==> src/rtl/trivium_decrypt.sv <==
// Trivium stream decryptor: W keystream rounds per clock,
// ct in / pt out over valid/ready handshakes.
module trivium_decrypt #(
    parameter int W = 8
) (
    input  logic         clk,
    input  logic         reset,
    input  logic         start,
    input  logic [79:0]  key,
    input  logic [79:0]  iv,
    input  logic [15:0]  len,
    input  logic         ct_valid,
    input  logic [W-1:0] ct_data,
    output logic         ct_ready,
    output logic         pt_valid,
    output logic [W-1:0] pt_data,
    input  logic         pt_ready,
    output logic         busy,
    output logic         done
);

    typedef enum logic [1:0] {
        S_IDLE,
        S_INIT,
        S_RUN,
        S_DONE
    } state_t;

    localparam int          CYC  = 1152 / W;
    localparam logic [10:0] LAST = 11'(CYC - 1);

    state_t         r_state;
    state_t         w_next;
    logic [287:0]   r_s;
    logic [287:0]   w_s_adv;
    logic [W-1:0]   w_ks;
    logic [10:0]    r_cnt;
    logic [15:0]    r_rem;
    logic           r_pt_valid;
    logic [W-1:0]   r_pt_data;
    logic           w_ct_ready;
    logic           w_fire;
    logic           w_out_free;

    // W unrolled rounds; ks bit i is the output of round i
    always_comb begin : p_round
        logic t1;
        logic t2;
        logic t3;
        t1      = 1'b0;
        t2      = 1'b0;
        t3      = 1'b0;
        w_s_adv = r_s;
        w_ks    = '0;
        for (int i = 0; i < W; i++) begin
            t1 = w_s_adv[65] ^ w_s_adv[92];
            t2 = w_s_adv[161] ^ w_s_adv[176];
            t3 = w_s_adv[242] ^ w_s_adv[287];
            w_ks[i] = t1 ^ t2 ^ t3;
            w_s_adv = {
                w_s_adv[286:177],
                t2 ^ (w_s_adv[174] & w_s_adv[175]) ^ w_s_adv[263],
                w_s_adv[175:93],
                t1 ^ (w_s_adv[90] & w_s_adv[91]) ^ w_s_adv[170],
                w_s_adv[91:0],
                t3 ^ (w_s_adv[285] & w_s_adv[286]) ^ w_s_adv[68]
            };
        end
    end

    assign w_out_free = !r_pt_valid || pt_ready;

    // next-state and control outputs decoded from the current state
    always_comb begin
        w_next     = r_state;
        busy       = 1'b1;
        done       = 1'b0;
        w_ct_ready = 1'b0;
        unique case (r_state)
            S_IDLE: begin
                busy = 1'b0;
                if (start) begin
                    w_next = S_INIT;
                end
            end
            S_INIT: begin
                if (r_cnt == LAST) begin
                    w_next = (r_rem == 16'd0) ? S_DONE : S_RUN;
                end
            end
            S_RUN: begin
                w_ct_ready = w_out_free && (r_rem != 16'd0);
                if (r_rem == 16'd0 && w_out_free) begin
                    w_next = S_DONE;
                end
            end
            S_DONE: begin
                done   = 1'b1;
                w_next = S_IDLE;
            end
        endcase
    end

    assign w_fire   = w_ct_ready && ct_valid;
    assign ct_ready = w_ct_ready;
    assign pt_valid = r_pt_valid;
    assign pt_data  = r_pt_data;

    // state register
    always_ff @(posedge clk) begin
        if (reset) begin
            r_state <= S_IDLE;
        end else begin
            r_state <= w_next;
        end
    end

    // cipher state, counters and plaintext output register
    always_ff @(posedge clk) begin
        if (reset) begin
            r_s        <= '0;
            r_cnt      <= '0;
            r_rem      <= '0;
            r_pt_valid <= 1'b0;
            r_pt_data  <= '0;
        end else begin
            unique case (r_state)
                S_IDLE: begin
                    if (start) begin
                        r_s   <= {3'b111, 112'd0, iv, 13'd0, key};
                        r_rem <= len;
                        r_cnt <= '0;
                    end
                end
                S_INIT: begin
                    r_s   <= w_s_adv;
                    r_cnt <= r_cnt + 11'd1;
                end
                S_RUN: begin
                    if (w_fire) begin
                        r_s        <= w_s_adv;
                        r_pt_data  <= ct_data ^ w_ks;
                        r_pt_valid <= 1'b1;
                        r_rem      <= r_rem - 16'd1;
                    end else if (r_pt_valid && pt_ready) begin
                        r_pt_valid <= 1'b0;
                    end
                end
                S_DONE: begin
                    r_pt_valid <= 1'b0;
                end
            endcase
        end
    end

endmodule

==> config.mk <==
export PLATFORM = sky130hd
export DESIGN_NAME = trivium_decrypt
export DESIGN_NICKNAME = d
export VERILOG_FILES = /design/src/rtl/trivium_decrypt.sv
export SDC_FILE = /design/constraint.sdc
export NUM_CORES = 1
export LEC_CHECK = 0
export ABC_AREA = 1
export BUFFER_PORTS_ARGS = -buffer_cell sky130_fd_sc_hd__buf_2
export CELL_PAD_IN_SITES_DETAIL_PLACEMENT = 1
export CELL_PAD_IN_SITES_GLOBAL_PLACEMENT = 1
export CORE_ASPECT_RATIO = 2
export CORE_UTILIZATION = 39
export DETAILED_ROUTE_END_ITERATION = 8
export GPL_ROUTABILITY_DRIVEN = 0
export PLACE_DENSITY_LB_ADDON = 0.1
export SYNTH_ARGS = -nofsm -noshare
export SYNTH_HDL_FRONTEND = slang
export SYNTH_SLANG_ARGS = --single-unit
==> constraint.sdc <==
create_clock -name clk -period 2.55 [get_ports clk]
set_input_delay 0.51 -clock clk [delete_from_list [all_inputs] [get_ports clk]]
set_output_delay 0.51 -clock clk [all_outputs]
set_load 0.02 [all_outputs]
==> results.py <==
metrics = {
    "global_routing": {
        "overflow": 0,
        "grt_use_met1_pct": 28.4,
        "gr-max-usage-layer": "met2",
        "grt_use_total_pct": 26.5,
        "first_global_vias": 18300,
        "met2_usage_pct": 50.2,
        "grt_pass1_wl_um": 94100,
        "antenna_found_initial": 5,
        "grt_max_degree": 142,
        "met3_usage_pct": 3.22,
    },
    "timing": {
        "period_share_pct": 93.0,
        "tns_ps": 0,
        "fin_ws_ps": 180,
        "finalSetupViolCount": 0,
        "maxSlewHeadroom_pct": 47.4,
        "tightestPinTransition_ps": 789,
        "max_freq_ghz": 0.422,
        "fin_crit_ps": 2370,
        "hold_viol": 0,
        "fin_skew_ps": 27.1,
        "slew_violations": 0,
        "rsz0062_at_grt": "no",
    },
    "critical_path": {
        "cp_common_cell": "inv_2",
        "worstSetupStartpointType": "register",
        "crit_path_top_delay_cell": "dfxtp_1",
        "cp_max_fo": 5,
        "crit_chain": "inv_2 -> ha_1 -> inv_2 -> nor2_2 -> a21boi_2 -> buf_2",
        "max_stage_delay_ps": 360,
        "cp.required_ps": 2040,
        "cp-end-kind": "primary output",
        "critPathKind": "reg2out",
        "cp_num_buf_inv": 3,
        "crit_family": "buffers and inverters",
        "worstPathArrival_ps": 1860,
    },
    "clock_network": {
        "cts_setup_buffers": 0,
        "ctsHoldBuffers": 0,
        "cts-root-buf": "clkbuf_16",
        "h-tree-depth": 2,
        "path_clk_slew_ps": 60,
        "cts_max_path_buffers": 3,
        "cts-buffers-inserted": 35,
        "clk_latency_ps": 550,
        "cts_tree": "done",
        "cts_sinks": 326,
    },
    "final_layout": {
        "drive_above_1_share_pct": 12.2,
        "syn2layout_area_growth_pct": 15.3,
        "multiInputGateArea_um2": 9090,
        "layout_commonest_cell": "nand2_1",
        "stdcell_count": 3426,
        "layout_common_cells": "nand2_1 (1,110), nand3_1 (334), dfxtp_1 (326)",
        "fillers": 5933,
        "seqCellArea_um2": 6530,
        "nNetsFinal": 3046,
        "final_util_pct": 45.5,
    },
    "routing": {
        "wire_per_inst_um": 17.4,
        "drt-initial-drc-count": 575,
        "drc": 0,
        "vias": 18000,
        "firstDrtPassIters": 4,
        "drtAntennaViolNets": 0,
        "viasPerCell": 5.24,
        "drt_wl_total_um": 59600,
    },
    "yosys": {
        "yosysSeqAreaShare_pct": 38.1,
        "yosysUniqueCellTypes": 32,
        "synthFlopType": "dfxtp_1",
        "syn_area_per_cell_um2": 6.22,
        "ys_ff_latch": 326,
        "netlist_area_um2": 17100,
        "synth-async-reset-ratio_pct": 0,
        "synthCells": 2752,
        "synth-edff-count": 0,
        "yosysWarningCount": 0,
        "syn_nets": 2948,
    },
    "die": {
        "die_h_um": 298,
        "rows": 108,
        "die_w_um": 150,
        "num_io_pins": 201,
        "dieArea_um2": 44800,
        "start_util_pct": 39.5,
        "core_area_um2": 43400,
    },
    "placed_design": {
        "place_inst": 3363,
        "dp_hpwl_um": 41600,
        "dp_slack_ps": 234,
        "port-buffer-count": 200,
    },
    "pwr": {
        "powerDensity_nw_per_um2": 1470,
        "p_total_mw": 29.1,
        "ir_drop_v": 0.000735,
        "leakagePower_nw": 9.36,
    },
    "run_status": {
        "status": "finished clean",
    },
    "min_path": {
        "min-delay-path-class": "in2reg",
    },
    "job": {
        "max-cap-violations": 0,
    },
}
## final timing paths
kind                   start   endpoint  slack (ps)  depth (start not counted)
setup / recovery  r_state[0]   ct_ready         180                          6
hold reg to reg     r_s[199]   r_s[199]         460                          2
hold / removal       len[15]  r_rem[15]         310                          5
setup reg to reg  r_state[1]   r_s[138]         240                         10
## kinds of logic (layout without fill, tap and decap cells)
family / after synthesis / in the layout / synth area share (%)
AO/OA/AOI/OAI: 350 / 350 / 10.3
adder cells (fa/ha/maj): 7 / 7 / 0.511
flip-flops: 326 / 326 / 38.1
AND/OR/NAND/NOR: 1682 / 1682 / 40.6
other: 0 / 2 / 0
buffers and inverters: 359 / 481 / 9.07
XOR/XNOR: 28 / 28 / 1.43
## metal layers
metal | vias up | routed length [um]
met5 | - | 59
met4 | 10 | 2810
met3 | 129 | 1910
met2 | 323 | 31900
met1 | 8596 | 23000
li1 | 8896 | -
## synthesized netlist by cell type (all sizes together), types with 5 or more instances
master | n | share of area [%]
nand2 | 1116 | 25
nor3 | 7 | 0.20
xnor2 | 10 | 0.51
clkbuf | 97 | 2.1
nand3 | 355 | 11
dfxtp | 326 | 38
nand4 | 5 | 0.18
or2 | 8 | 0.29
buf | 97 | 3.3
xor2 | 18 | 0.92
nor2 | 189 | 4.2
ha | 7 | 0.51
a21oi | 312 | 9.1
o21ai | 34 | 0.99
inv | 165 | 3.6
## through the flow
step / hold WS [ps] / instance area (um^2)
final: 309 / 19700
after global routing: 341 / 19700
after CTS: 294 / 19700
after detailed placement: 453 / 18600
after global placement: 448 / 18600
after floorplan: 440 / 17100
## sequential cells by signal (all words and copies together), names as in the netlist
register,count
pt_data,8
r_state,2
r_cnt,11
r_rem,16
pt_valid,1
r_s,288
## final cells by class
type,instances,share of cell area (%)
Antenna cell,2,0.0253
Clock inverter,11,0.729
Multi-Input combinational cell,2067,46.1
Clock buffer,50,5.03
Sequential cell,326,33.1
Tap cell,550,3.49
Inverter,165,3.17
Timing Repair Buffer,255,8.46
## timing repair
action,4_1_cts,5_1_grt
resized for setup,2,1
endpoints found under the setup margin,1,1
cloned,0,0
## tightest hold or removal path: cells and delay by family
kind          cells  cell delay, ps
simple gates      4             210
buf+inv           1              70
## power by group
group,internal [mW],switching (mW),leakage [nW],total (mW)
combinational,5.14,10.5,6.13,15.6
clock,3.03,2.24,0.557,5.27
sequential,6.82,1.33,2.67,8.14
total,15.0,14.1,9.36,29.1
Note: power is estimated with default switching activity, not from simulation.
